### src/rtl/amstrad_tape_player.sv
`default_nettype none
// ============================================================================
// Module      : amstrad_tape_player
// Description : CSW v1 RLE tape image player. It prefetches image bytes into a
//               small FIFO and regenerates the cassette read level.
// Revision    : 1.0 - initial release
// ============================================================================
module amstrad_tape_player #(
  parameter int FIFO_DEPTH = 4,
  parameter bit INIT_LEVEL = 1'b0
) (
  input  logic        clk,
  input  logic        reset,
  input  logic        sample_ce,
  input  logic        start,
  input  logic        tape_motor,
  input  logic [24:0] data_size,
  output logic [24:0] mem_addr,
  output logic        mem_rd,
  input  logic        mem_ack,
  input  logic [7:0]  mem_din,
  output logic        tape_in,
  output logic        playing,
  output logic        eof
);

  localparam int            c_AW    = $clog2(FIFO_DEPTH);
  localparam logic [c_AW:0] c_DEPTH = (c_AW + 1)'(FIFO_DEPTH);

  localparam logic [2:0] c_IDLE  = 3'd0;
  localparam logic [2:0] c_LOAD  = 3'd1;
  localparam logic [2:0] c_EXT0  = 3'd2;
  localparam logic [2:0] c_EXT1  = 3'd3;
  localparam logic [2:0] c_EXT2  = 3'd4;
  localparam logic [2:0] c_EXT3  = 3'd5;
  localparam logic [2:0] c_COUNT = 3'd6;

  logic [7:0]      r_fifo [FIFO_DEPTH];
  logic [c_AW-1:0] r_wr_ptr, r_rd_ptr;
  logic [c_AW:0]   r_count;
  logic            r_discard;
  logic [2:0]      r_state, w_state_next;
  logic [31:0]     r_cnt;
  logic [7:0]      w_head;
  logic            w_empty, w_at_end, w_tick, w_push, w_issue;
  logic            w_pop, w_take_eof, w_toggle;

  assign w_empty  = (r_count == '0);
  assign w_head   = r_fifo[r_rd_ptr];
  assign w_tick   = sample_ce & tape_motor;
  assign w_push   = mem_rd & mem_ack & ~r_discard & ~start;
  assign w_at_end = (mem_addr == data_size) & w_empty & ~mem_rd;
  // The slot of an outstanding read is already reserved because mem_rd must be low to issue.
  assign w_issue  = playing & ~mem_rd & ~start & (r_count < c_DEPTH) & (mem_addr < data_size);

  always_ff @(posedge clk) begin
    if (w_push) r_fifo[r_wr_ptr] <= mem_din;
  end

  always_ff @(posedge clk or posedge reset) begin
    if (reset) begin
      r_wr_ptr <= '0;
      r_rd_ptr <= '0;
      r_count  <= '0;
    end else if (start) begin
      r_wr_ptr <= '0;
      r_rd_ptr <= '0;
      r_count  <= '0;
    end else begin
      if (w_push) r_wr_ptr <= r_wr_ptr + 1'b1;
      if (w_pop)  r_rd_ptr <= r_rd_ptr + 1'b1;
      case ({w_push, w_pop})
        2'b10:   r_count <= r_count + 1'b1;
        2'b01:   r_count <= r_count - 1'b1;
        default: ;
      endcase
    end
  end

  // A read still in flight across a start is allowed to finish, but its byte is dropped.
  always_ff @(posedge clk or posedge reset) begin
    if (reset) begin
      mem_rd    <= 1'b0;
      mem_addr  <= '0;
      r_discard <= 1'b0;
    end else begin
      if (mem_rd && mem_ack) begin
        mem_rd    <= 1'b0;
        r_discard <= 1'b0;
        if (!r_discard && !start) mem_addr <= mem_addr + 25'd1;
      end else if (w_issue) begin
        mem_rd <= 1'b1;
      end
      if (start) begin
        mem_addr  <= '0;
        r_discard <= mem_rd & ~mem_ack;
      end
    end
  end

  always_ff @(posedge clk or posedge reset) begin
    if (reset) r_state <= c_IDLE;
    else       r_state <= w_state_next;
  end

  always_comb begin
    w_state_next = r_state;
    case (r_state)
      c_LOAD: begin
        if (!w_empty)      w_state_next = (w_head == 8'd0) ? c_EXT0 : c_COUNT;
        else if (w_at_end) w_state_next = c_IDLE;
      end
      c_EXT0: begin
        if (!w_empty)      w_state_next = c_EXT1;
        else if (w_at_end) w_state_next = c_IDLE;
      end
      c_EXT1: begin
        if (!w_empty)      w_state_next = c_EXT2;
        else if (w_at_end) w_state_next = c_IDLE;
      end
      c_EXT2: begin
        if (!w_empty)      w_state_next = c_EXT3;
        else if (w_at_end) w_state_next = c_IDLE;
      end
      c_EXT3: begin
        if (!w_empty)      w_state_next = ({w_head, r_cnt[23:0]} != 32'd0) ? c_COUNT : c_LOAD;
        else if (w_at_end) w_state_next = c_IDLE;
      end
      c_COUNT: begin
        if (w_tick && r_cnt == 32'd1) w_state_next = c_LOAD;
      end
      default: ;
    endcase
    if (start) w_state_next = c_LOAD;
  end

  always_comb begin
    w_pop      = 1'b0;
    w_take_eof = 1'b0;
    w_toggle   = 1'b0;
    if (!start) begin
      case (r_state)
        c_LOAD, c_EXT0, c_EXT1, c_EXT2, c_EXT3: begin
          w_pop      = ~w_empty;
          w_take_eof = w_at_end;
        end
        c_COUNT: w_toggle = w_tick & (r_cnt == 32'd1);
        default: ;
      endcase
    end
  end

  always_ff @(posedge clk or posedge reset) begin
    if (reset) begin
      r_cnt   <= '0;
      tape_in <= INIT_LEVEL;
      playing <= 1'b0;
      eof     <= 1'b0;
    end else if (start) begin
      tape_in <= INIT_LEVEL;
      playing <= 1'b1;
      eof     <= 1'b0;
    end else begin
      if (w_pop) begin
        case (r_state)
          c_LOAD:  r_cnt <= {24'd0, w_head};
          c_EXT0:  r_cnt[7:0]   <= w_head;
          c_EXT1:  r_cnt[15:8]  <= w_head;
          c_EXT2:  r_cnt[23:16] <= w_head;
          c_EXT3:  r_cnt[31:24] <= w_head;
          default: ;
        endcase
      end else if (r_state == c_COUNT && w_tick) begin
        r_cnt <= r_cnt - 32'd1;
      end
      if (w_toggle) tape_in <= ~tape_in;
      if (w_take_eof) begin
        playing <= 1'b0;
        eof     <= 1'b1;
      end
    end
  end

endmodule
`default_nettype wire

### config.mk
export PLATFORM = sky130hd
export DESIGN_NAME = amstrad_tape_player
export DESIGN_NICKNAME = d
export VERILOG_FILES = /design/src/rtl/amstrad_tape_player.sv
export SDC_FILE = /design/constraint.sdc
export NUM_CORES = 1
export LEC_CHECK = 0
export ABC_CLOCK_PERIOD_IN_PS = 3400
export BUFFER_PORTS_ARGS = -buffer_cell sky130_fd_sc_hd__buf_2
export CORE_MARGIN = 2
export CORE_UTILIZATION = 58
export DETAILED_ROUTE_END_ITERATION = 10
export PLACE_DENSITY = 0.82
export SKIP_LAST_GASP = 1
export SYNTH_ARGS = -nofsm -noshare
export SYNTH_HDL_FRONTEND = slang
export SYNTH_SLANG_ARGS = --single-unit
### constraint.sdc
create_clock -name clk -period 3.4 [get_ports clk]
set_input_delay 0.51 -clock clk [delete_from_list [all_inputs] [get_ports clk]]
set_output_delay 0.51 -clock clk [all_outputs]
set_load 0.02 [all_outputs]
==> impl_metrics.py, run 1 <==
metrics = {
    "logic_synthesis": {
        "ys_seq_area_share_pct": 45.14,
        "synth_cell_types": 64,
        "ys_async_sr_fraction_pct": 69.23,
        "synthCells": 636,
        "syn-cell-area_mm2": 0.006120,
        "yosysMostFrequentCell": "dfrtp_1",
        "netlist_top_cells_area": "dfrtp_1, edfxtp_1, ha_1, nor2_1, a21oi_1",
        "synth-xor-area-share_pct": 4.294,
        "ys.flop_type": "dfrtp_1",
        "synth_mux_area_share_pct": 3.721,
        "ys_seq_elements": 104,
        "synth_top_area_share_pct": 29.44,
        "synth_simple_gate_area_share_pct": 20.16,
        "synth-edff-count": 32,
        "yosysWarnings": 0,
        "synth.largest_area_cell": "dfrtp_1",
        "syn_nets": 709,
        "synthAdderAreaFrac_pct": 7.238,
        "synth_top_family_by_area": "simple AND/OR/NAND/NOR gates",
        "avgSynthCellArea_um2": 9.622,
        "synth_compound_area_share_pct": 15.38,
        "synth_commonest_cells": "dfrtp_1, nor2_1, a21oi_1",
    },
    "clock_tree": {
        "cts_tree": "yes",
        "cts_hold_buf": 0,
        "cts.htree.levels": 3,
        "postCtsSetupRepairBufs": 0,
        "cts-root-buf": "clkbuf_8",
        "cts_resized": 0,
        "clockBufferDepth": 2,
        "numCtsBuffers": 9,
        "clk_pin_slew_ns": 0.12,
        "clock-sinks": 104,
        "worst_skew_pair.late_latency_ns": 0.40,
    },
    "floorplan": {
        "core_region_area_mm2": 0.01028,
        "fp.dieArea_mm2": 0.01139,
        "rows": 37,
        "die_x_um": 106.7,
        "start_util_pct": 59.54,
        "die_h_um": 106.7,
        "io_pins": 68,
    },
    "timing": {
        "post-route-min-period_ns": 2.566,
        "hold_slack_ns": 0.3209,
        "tightest_slew_ns": 0.9244,
        "post-route-period-util_pct": 75.47,
        "rsz0062_at_grt": "false",
        "slew_headroom_pct": 37.50,
        "setup_viol": 0,
        "hold_viol_final": 0,
        "slew_violations": 0,
        "fmax_mhz": 389.7,
        "fin_skew_ns": 0.02285,
        "fin_setup_tns_ns": 0,
    },
    "routing": {
        "vias": 5149,
        "drt-initial-drc-count": 543,
        "first_pass_iters": 7,
        "drc_errors": 0,
        "ant_nets": 0,
        "totalWireLength_mm": 14.08,
        "drt-vias-per-instance": 6.166,
        "routedWlPerCell_um": 16.87,
    },
    "worst_setup_path": {
        "worst-path-buf-inv": 0,
        "crit_type": "reg -> reg",
        "cp_top_family": "simple AND/OR/NAND/NOR gates",
        "crit_path_frequent_cell": "nor2_1",
        "slowest_delay_ns": 0.57,
        "crit_cells": 10,
        "required_ns": 3.67,
        "cp_slowest_cell": "nor3_1",
        "critical_path.cell_chain": "nor3_1 -> nor3_2 -> nand2b_1 -> nor2_1 -> fa_1 -> nand2_1 -> nor2_1 -> a21oi_1 -> xor2_1 -> nor2_1",
        "cp-start-kind": "flip-flop",
        "worstPathMaxFanout": 16,
        "cp.arrival_ns": 2.84,
        "r2r_cells": 10,
        "cp-end-kind": "flip-flop",
    },
    "layout": {
        "area_growth_pct": 10.63,
        "drive_gt1_share_pct": 15.88,
        "ff_latch_area_mm2": 0.002763,
        "fillers": 825,
        "fin_util_pct": 65.88,
        "diodes": 0,
        "fin_nets": 767,
        "post-route-cell-area_mm2": 0.006770,
        "multi_input_area_mm2": 0.003117,
    },
    "global_routing": {
        "grt_pass1_wl_mm": 23.45,
        "grt-busiest-layer": "met2",
        "grt_usage_pct": 26.19,
        "gr-usage-met2_pct": 40.26,
        "grt.met1_usage_pct": 36.44,
        "grt_use_met3_pct": 5.593,
        "grt-ovfl-total": 0,
        "grt_start_max_net_pins": 73,
        "grt_pass1_vias": 4810,
        "grt_antenna_before_repair": 0,
    },
    "placement": {
        "placed_cell_area_mm2": 0.006569,
        "port_buffers": 67,
        "dp_hpwl_mm": 10.28,
        "globalplace.congestion": 0.9284,
    },
    "worst_hold_path": {
        "hold_depth": 1,
        "hp-class": "in -> reg",
    },
    "run": {
        "maxCapViolations": 0,
    },
    "run_status": {
        "outcome": "completed",
    },
    "pwr": {
        "p_per_area_mw_per_mm2": 613.2,
        "leakagePower_nw": 2.920,
        "p_total_mw": 4.152,
        "irDropWorstVdd_mv": 0.4949,
    },
}
==> cells in the final DEF (no fill, tap or decap), drive strengths merged, types with 9 or more instances in the layout <==
cell type,instances
buf,74
dfrtp,72
nor2,72
a21oi,53
o21ai,50
inv,40
nand2,39
ha,33
edfxtp,32
xor2,22
nor3,21
nand4,15
nand3,13
nor4,13
a31oi,12
or3,10
nor2b,10
and2,10
clkbuf,9
and3,9
==> state kept, by name, indices dropped and copies added (netlist names) <==
register   count
r_fifo        32
r_wr_ptr       2
r_cnt         32
r_discard      1
r_rd_ptr       2
mem_addr      25
r_count        3
tape_in        1
r_state        3
mem_rd         1
playing        1
eof            1
==> final cells by class <==
type,count,share of cell area [%]
clock inverters,7,1.146
multi-input cells,470,46.04
inverters,35,1.940
repair buffers,74,5.729
clock buffers,9,1.830
well taps,136,2.513
flip-flops and latches,104,40.81
==> through the flow <==
step,std cells,worst slack [ns]
2_1_floorplan,636,0.8850
3_3_place_gp,819,0.9512
3_5_place_dp,819,0.8528
4_1_cts,835,0.8423
5_1_grt,835,0.5662
6_report,835,0.8339
==> path summary, 6_finish.rpt <==
kind / from / end / slack, ns
setup / recovery: r_state[2] / r_count[2] / 0.83
hold / removal: mem_din[6] / r_fifo[0][6] / 0.32
setup reg to reg: r_state[2] / r_count[2] / 0.83
hold reg to reg: eof / eof / 0.51
max in group asynchronous: reset / r_cnt[3] / 2.42
min in group asynchronous: reset / mem_addr[14] / 0.38
==> cells by family (layout without fill, tap and decap cells) <==
logic type	Yosys count	after routing
AND/OR/NAND/NOR	236	236
AO/OA/AOI/OAI	157	157
flip-flops	104	104
XOR/XNOR	30	30
buffers and inverters	62	125
adder cells (fa/ha/maj)	35	35
multiplexers	12	12
==> layer usage <==
layer | wire length (um) | part of all wire, %
met1 | 5990 | 43
met2 | 6599 | 47
met3 | 1108 | 7.9
met4 | 385 | 2.7
met5 | 0 | 0
==> where the power goes <==
group | internal (mW) | switching, mW | total, mW | leakage (nW)
registers | 1.52 | 0.325 | 1.84 | 1.24
clock network | 0.295 | 0.494 | 0.790 | 0.100
logic | 0.603 | 0.917 | 1.52 | 1.58
total | 2.42 | 1.74 | 4.15 | 2.92
No activity file was read; power rests on OpenSTA's default activity.
==> run 2: changes to the inputs <==
Settings changed: ABC_AREA set to 1, ABC_CLOCK_PERIOD_IN_PS 3400 to 2450.
Clock period 3.4 ns to 2.45 ns, I/O delays scaled along.
==> run 2 against run 1 <==
  * Critical path depth rose by 2
  * Via count rose by 25%
  * Count of clock-buffer cells in the layout did not move
  * Setup slack got worse by 0.60 ns
  * Clock power rose by 82%
  * Highest routed layer unchanged
  * Non-clock buffer count rose by 10
  * Clock skew fell by 0.015 ns
  * Sequential share of layout area fell by 4.8 points
  * Cell count rose by 40%
  * Largest power group is now combinational logic
  * Synthesized cell count rose by 49%
  * Register-to-register slack got worse by 0.60 ns
==> impl_metrics.py, run 2 <==
metrics = {
    "pwr": {
        "p_per_area_mw_per_mm2": 923.5,
        "irDropWorstVdd_mv": 0.9224,
        "leakagePower_nw": 3.958,
    },
    "worst_setup_path": {
        "r2r_end": "r_count[2]",
        "critical_path.cell_chain": "inv_1 -> nor2_1 -> nand2_1 -> nand2_1 -> nor2_2 -> nor2_4 -> nand2_2 -> inv_1 -> fa_1 -> xnor2_1 -> xnor2_1 -> o21ai_1",
        "crit_type": "reg -> reg",
        "cp.arrival_ns": 2.45,
        "worstPathMaxFanout": 4,
        "r2r_cells": 12,
        "timing.rr.start": "r_state[1]",
        "cp-end-kind": "flip-flop",
        "slowest_delay_ns": 0.40,
        "required_ns": 2.69,
        "cp_slowest_cell": "dfrtp_1",
        "worst-r2r-setup-slack_ns": 0.23,
        "cp-start-kind": "flip-flop",
    },
    "clock_tree": {
        "cts_tree": "yes",
        "clk_pin_slew_ns": 0.07,
        "clockBufferDepth": 2,
        "numCtsBuffers": 9,
        "cts_resized": 0,
        "postCtsSetupRepairBufs": 0,
        "cts.htree.levels": 3,
        "cts_hold_buf": 0,
        "worst_skew_pair.late_latency_ns": 0.36,
        "clock-sinks": 104,
        "cts-root-buf": "clkbuf_16",
    },
    "layout": {
        "multi_input_area_mm2": 0.003536,
        "fin_util_pct": 67.24,
        "fillers": 1002,
        "reg_top3": "r_cnt (32), r_fifo (32), mem_addr (25)",
        "area_growth_pct": 12.98,
        "ff_latch_area_mm2": 0.002763,
        "fin_nets": 1098,
        "drive_gt1_share_pct": 12.62,
        "final_cell_mix": "nand2_1, nor2_1, inv_1, dfrtp_1, buf_2",
        "diodes": 0,
        "final_common_cell": "nand2_1",
    },
    "placement": {
        "dp_hpwl_mm": 12.19,
        "port_buffers": 67,
        "globalplace.congestion": 1.006,
    },
    "logic_synthesis": {
        "synth-edff-count": 32,
        "yosysMostFrequentCell": "nand2_1",
        "yosysWarnings": 0,
        "synth_commonest_cells": "nand2_1, nor2_1, inv_1",
        "ys_seq_elements": 104,
        "syn_nets": 1019,
        "ys.flop_type": "dfrtp_1",
        "syn-cell-area_mm2": 0.006795,
        "avgSynthCellArea_um2": 7.183,
        "synth.largest_area_cell": "dfrtp_1",
        "netlist_top_cells_area": "dfrtp_1, nand2_1, edfxtp_1, nor2_1, ha_1",
        "ys_seq_area_share_pct": 40.66,
        "synth_top_area_share_pct": 26.51,
        "ys_async_sr_fraction_pct": 69.23,
        "synthCells": 946,
        "synth_cell_types": 41,
    },
    "timing": {
        "setup_viol": 0,
        "hold_viol_final": 0,
        "fmax_mhz": 451.4,
        "hold_slack_ns": 0.08363,
        "rsz0062_at_grt": "false",
        "post-route-min-period_ns": 2.215,
        "tightest_slew_ns": 0.4812,
        "fin_skew_ns": 0.007775,
        "fin_setup_tns_ns": 0,
        "post-route-period-util_pct": 90.42,
        "slew_headroom_pct": 67.62,
        "slew_violations": 0,
    },
    "run": {
        "maxCapViolations": 0,
    },
    "routing": {
        "vias": 6413,
        "routedWlPerCell_um": 13.90,
        "first_pass_iters": 5,
        "drt-initial-drc-count": 510,
        "drc_errors": 0,
        "totalWireLength_mm": 16.31,
        "drt-vias-per-instance": 5.467,
        "ant_nets": 0,
    },
    "run_status": {
        "outcome": "completed",
    },
    "global_routing": {
        "grt_antenna_before_repair": 0,
        "grt_start_max_net_pins": 73,
        "grt_pass1_wl_mm": 27.53,
        "grt-ovfl-total": 0,
        "grt_pass1_vias": 5900,
        "grt_usage_pct": 26.89,
    },
    "floorplan": {
        "fp.dieArea_mm2": 0.01260,
        "core_region_area_mm2": 0.01142,
        "io_pins": 68,
        "start_util_pct": 59.51,
        "rows": 39,
        "die_x_um": 112.2,
        "die_h_um": 112.2,
    },
    "worst_hold_path": {
        "hp-class": "in -> async",
    },
}
-- run 2: changes by cell type after synthesis, moves of 24 or more --
cell     change
a21oi_1     -24
inv_1       +67
nand3_1     +44
nand2_1    +285
nor2_1      +43
-- run 2: how the worst max path moves through the flow --
stage / end / slack [ns] / from / cells after the start
3_3_place_gp: r_count[2] / 0.30 / r_state[0] / 11
3_5_place_dp: r_count[2] / 0.19 / r_state[0] / 11
2_1_floorplan: r_count[2] / 0.18 / mem_rd / 11
4_1_cts: r_count[2] / 0.20 / r_state[1] / 12
5_1_grt: r_cnt[29] / 0.01 / r_state[1] / 13
6_report: r_count[2] / 0.23 / r_state[1] / 12
-- run 2: layout make-up --
class | instances | area share, %
multi-input combinational | 714 | 46.06
sequential | 104 | 35.98
timing repair buffer | 84 | 6.193
inverter | 112 | 5.574
clock buffer | 9 | 2.934
tap | 143 | 2.331
clock inverter | 7 | 0.9289
-- run 2: logic make-up (layout without fill, tap and decap cells) --
group	Yosys count	after routing	share of synthesized area (%)
XOR/XNOR	22	22	2.836
adder cells (fa/ha/maj)	34	34	6.371
buffers and inverters	128	212	7.604
flip-flops	104	104	40.66
AO/OA/AOI/OAI	102	102	8.543
AND/OR/NAND/NOR	556	556	33.99
-- run 2: routing by layer --
layer	vias to the layer above	share of wire [%]	track usage (%)	routed length [um]
met5	-	0	0	0
met4	0	2.6	10.41	417
met3	31	8.3	5.562	1360
met2	251	44	40.72	7185
met1	2927	45	38.31	7345
li1	3204	-	-	-
-- run 2: through the flow --
stage	instances	power [mW]	cell area, um^2	worst slack [ns]
2_1_floorplan	946	4.834	6795	0.1817
3_3_place_gp	1157	5.517	7358	0.2985
3_5_place_dp	1157	5.569	7358	0.1945
4_1_cts	1173	7.027	7655	0.1955
5_1_grt	1173	7.662	7677	0.01118
6_report	1173	7.090	7677	0.2348
-- run 2: critical path, delay by kind of cell (launching register included) --
| family | cells | cell delay, ns |
|---|---|---|
| simple gates | 6 | 0.73 |
| flops | 1 | 0.40 |
| fa+ha+maj | 1 | 0.37 |
| xor+xnor | 2 | 0.32 |
| buf+inv | 2 | 0.19 |
| compound gates | 1 | 0.09 |
-- run 2: power by group --
group	total [mW]	switching, mW	internal [mW]
registers	2.36	0.307	2.06
clock network	1.44	0.719	0.724
logic	3.28	2.21	1.08
total	7.09	3.23	3.86
==> run 3: changes to the inputs <==
==> constraint.sdc (replaced) <==
create_clock -name clk -period 2.45 [get_ports clk]
set_input_delay 0.1225 -clock clk [delete_from_list [all_inputs] [get_ports clk]]
set_output_delay 0.1225 -clock clk [all_outputs]
set_load 0.02 [all_outputs]
==> run 3 against run 2 <==
  * Via count up 0.25%
  * Sequential power about the same
  * Hold slack worse by 0.029 ns
  * Largest power group unchanged
  * Design area is 0.52% higher
  * Combinational power hardly changed
==> impl_metrics.py, run 3 (synthesis results as in run 2) <==
metrics = {
    "timing": {
        "tightest_slew_ns": 0.5143,
        "layout_setup_ws_ns": 0.2263,
        "fmax_mhz": 449.7,
        "slew_violations": 0,
        "fin_skew_ns": 0.01271,
        "rsz0062_at_grt": "false",
        "post-route-period-util_pct": 90.76,
        "hold_viol_final": 0,
        "slew_headroom_pct": 65.40,
        "post-route-min-period_ns": 2.224,
        "setup_viol": 0,
        "hold_slack_ns": 0.05462,
        "fin_setup_tns_ns": 0,
    },
    "layout": {
        "final_cell_mix": "nand2_1, nor2_1, inv_1, dfrtp_1, buf_2",
        "layout.cells.non_filler": 1181,
        "final_common_cell": "nand2_1",
        "reg_top3": "r_cnt (32), r_fifo (32), mem_addr (25)",
        "fin_nets": 1106,
        "fillers": 982,
        "post-route-cell-area_mm2": 0.007717,
        "area_growth_pct": 13.57,
        "drive_gt1_share_pct": 12.33,
        "diodes": 0,
        "fin_util_pct": 67.59,
    },
    "placement": {
        "globalplace.congestion": 0.9715,
        "placed_cell_area_mm2": 0.007351,
        "pre_cts_ws_ns": 0.2084,
        "dp_hpwl_mm": 11.92,
        "placed_cells": 1156,
        "port_buffers": 67,
    },
    "routing": {
        "first_pass_iters": 8,
        "ant_nets": 0,
        "routedWlPerCell_um": 13.61,
        "drt-vias-per-instance": 5.444,
        "totalWireLength_mm": 16.07,
        "drt-initial-drc-count": 606,
        "drc_errors": 0,
        "vias": 6429,
    },
    "clock_tree": {
        "cts.htree.levels": 3,
        "worst_skew_pair.late_latency_ns": 0.36,
        "clock-sinks": 104,
        "postCtsSetupRepairBufs": 0,
        "numCtsBuffers": 9,
        "cts_tree": "yes",
        "clockBufferDepth": 2,
        "cts-root-buf": "clkbuf_16",
        "clk_pin_slew_ns": 0.08,
    },
    "floorplan": {
        "fp.dieArea_mm2": 0.01260,
        "die_h_um": 112.2,
        "io_pins": 68,
        "die_x_um": 112.2,
        "core_region_area_mm2": 0.01142,
        "rows": 39,
        "start_util_pct": 59.51,
    },
    "worst_hold_path": {
        "hp-class": "in -> reg",
        "hp-start": "mem_ack",
        "hold_end": "mem_rd",
        "hold_depth": 4,
    },
    "pwr": {
        "irDropWorstVdd_mv": 0.6993,
        "p_per_area_mw_per_mm2": 903.3,
        "leakagePower_nw": 3.976,
        "p_total_mw": 6.971,
    },
    "global_routing": {
        "grt_usage_pct": 26.83,
        "grt_pass1_wl_mm": 27.28,
        "gr-usage-met2_pct": 41.33,
        "grt_antenna_before_repair": 0,
        "grt.met1_usage_pct": 38.57,
        "grt-ovfl-total": 0,
        "grt_start_max_net_pins": 67,
        "grt_pass1_vias": 5794,
        "grt_use_met3_pct": 4.698,
        "grt-busiest-layer": "met2",
    },
    "worst_setup_path": {
        "cp-end-kind": "flip-flop",
        "critical_path.cell_chain": "inv_1 -> nor2_1 -> nand2_1 -> nand2_1 -> nor2_2 -> nor2_4 -> nand2_2 -> inv_1 -> fa_1 -> xnor2_1 -> xnor2_1 -> o21ai_1",
        "cp.arrival_ns": 2.46,
        "r2r_end": "r_count[2]",
        "cp_slowest_cell": "dfrtp_1",
        "r2r_cells": 12,
        "worstPathMaxFanout": 4,
        "slowest_delay_ns": 0.40,
        "cp-start-kind": "flip-flop",
        "worst-r2r-setup-slack_ns": 0.23,
        "required_ns": 2.69,
        "cp_top_family": "simple AND/OR/NAND/NOR gates",
        "crit_type": "reg -> reg",
        "worst-path-buf-inv": 2,
        "timing.rr.start": "r_state[1]",
    },
    "run_status": {
        "outcome": "completed",
    },
    "run": {
        "maxCapViolations": 0,
    },
}
run 3: what timing repair did:
action                                  in CTS  in global routing
endpoints found under the hold margin      104                  0
hold buffers                                 9                  0
resized for setup                            0                  1
endpoints found under the setup margin       0                  1
run 3: worst max-delay path by stage:
stage	start	end	cells after the start
after floorplan	mem_rd	r_count[2]	11
after global placement	r_state[0]	r_count[2]	12
after detailed placement	r_state[0]	r_count[2]	12
after CTS	r_state[1]	r_count[2]	12
after global routing	r_state[1]	r_count[2]	12
final	r_state[1]	r_count[2]	12
run 3: area by class of cell:
type / count / area (um^2) / share of cell area [%]
clock inverter: 6 / 45.04 / 0.5837
inverter: 112 / 425.4 / 5.512
sequential: 104 / 2763 / 35.80
tap: 143 / 178.9 / 2.318
multi-input combinational: 714 / 3518 / 45.59
clock buffer: 10 / 229.0 / 2.967
timing repair buffer: 92 / 558.0 / 7.231
run 3: per-layer routing:
layer / routed length (um) / vias to the layer above
li1: - / 3218
met1: 7379 / 2964
met2: 7306 / 226
met3: 1128 / 21
met4: 258 / 0
met5: 0 / -
run 3: where the power goes:
part           switching (mW)  total, mW  internal (mW)
clock network           0.668       1.37          0.697
logic                    2.18       3.25           1.07
registers               0.298       2.35           2.06
run 3: worst register-to-register path, stage by stage, from the launching register on:
cell	delay [ns]
dfrtp_1	0.40
inv_1	0.11
nor2_1	0.08
nand2_1	0.12
nand2_1	0.09
nor2_2	0.22
nor2_4	0.09
nand2_2	0.13
inv_1	0.07
fa_1	0.37
xnor2_1	0.19
xnor2_1	0.14
o21ai_1	0.08
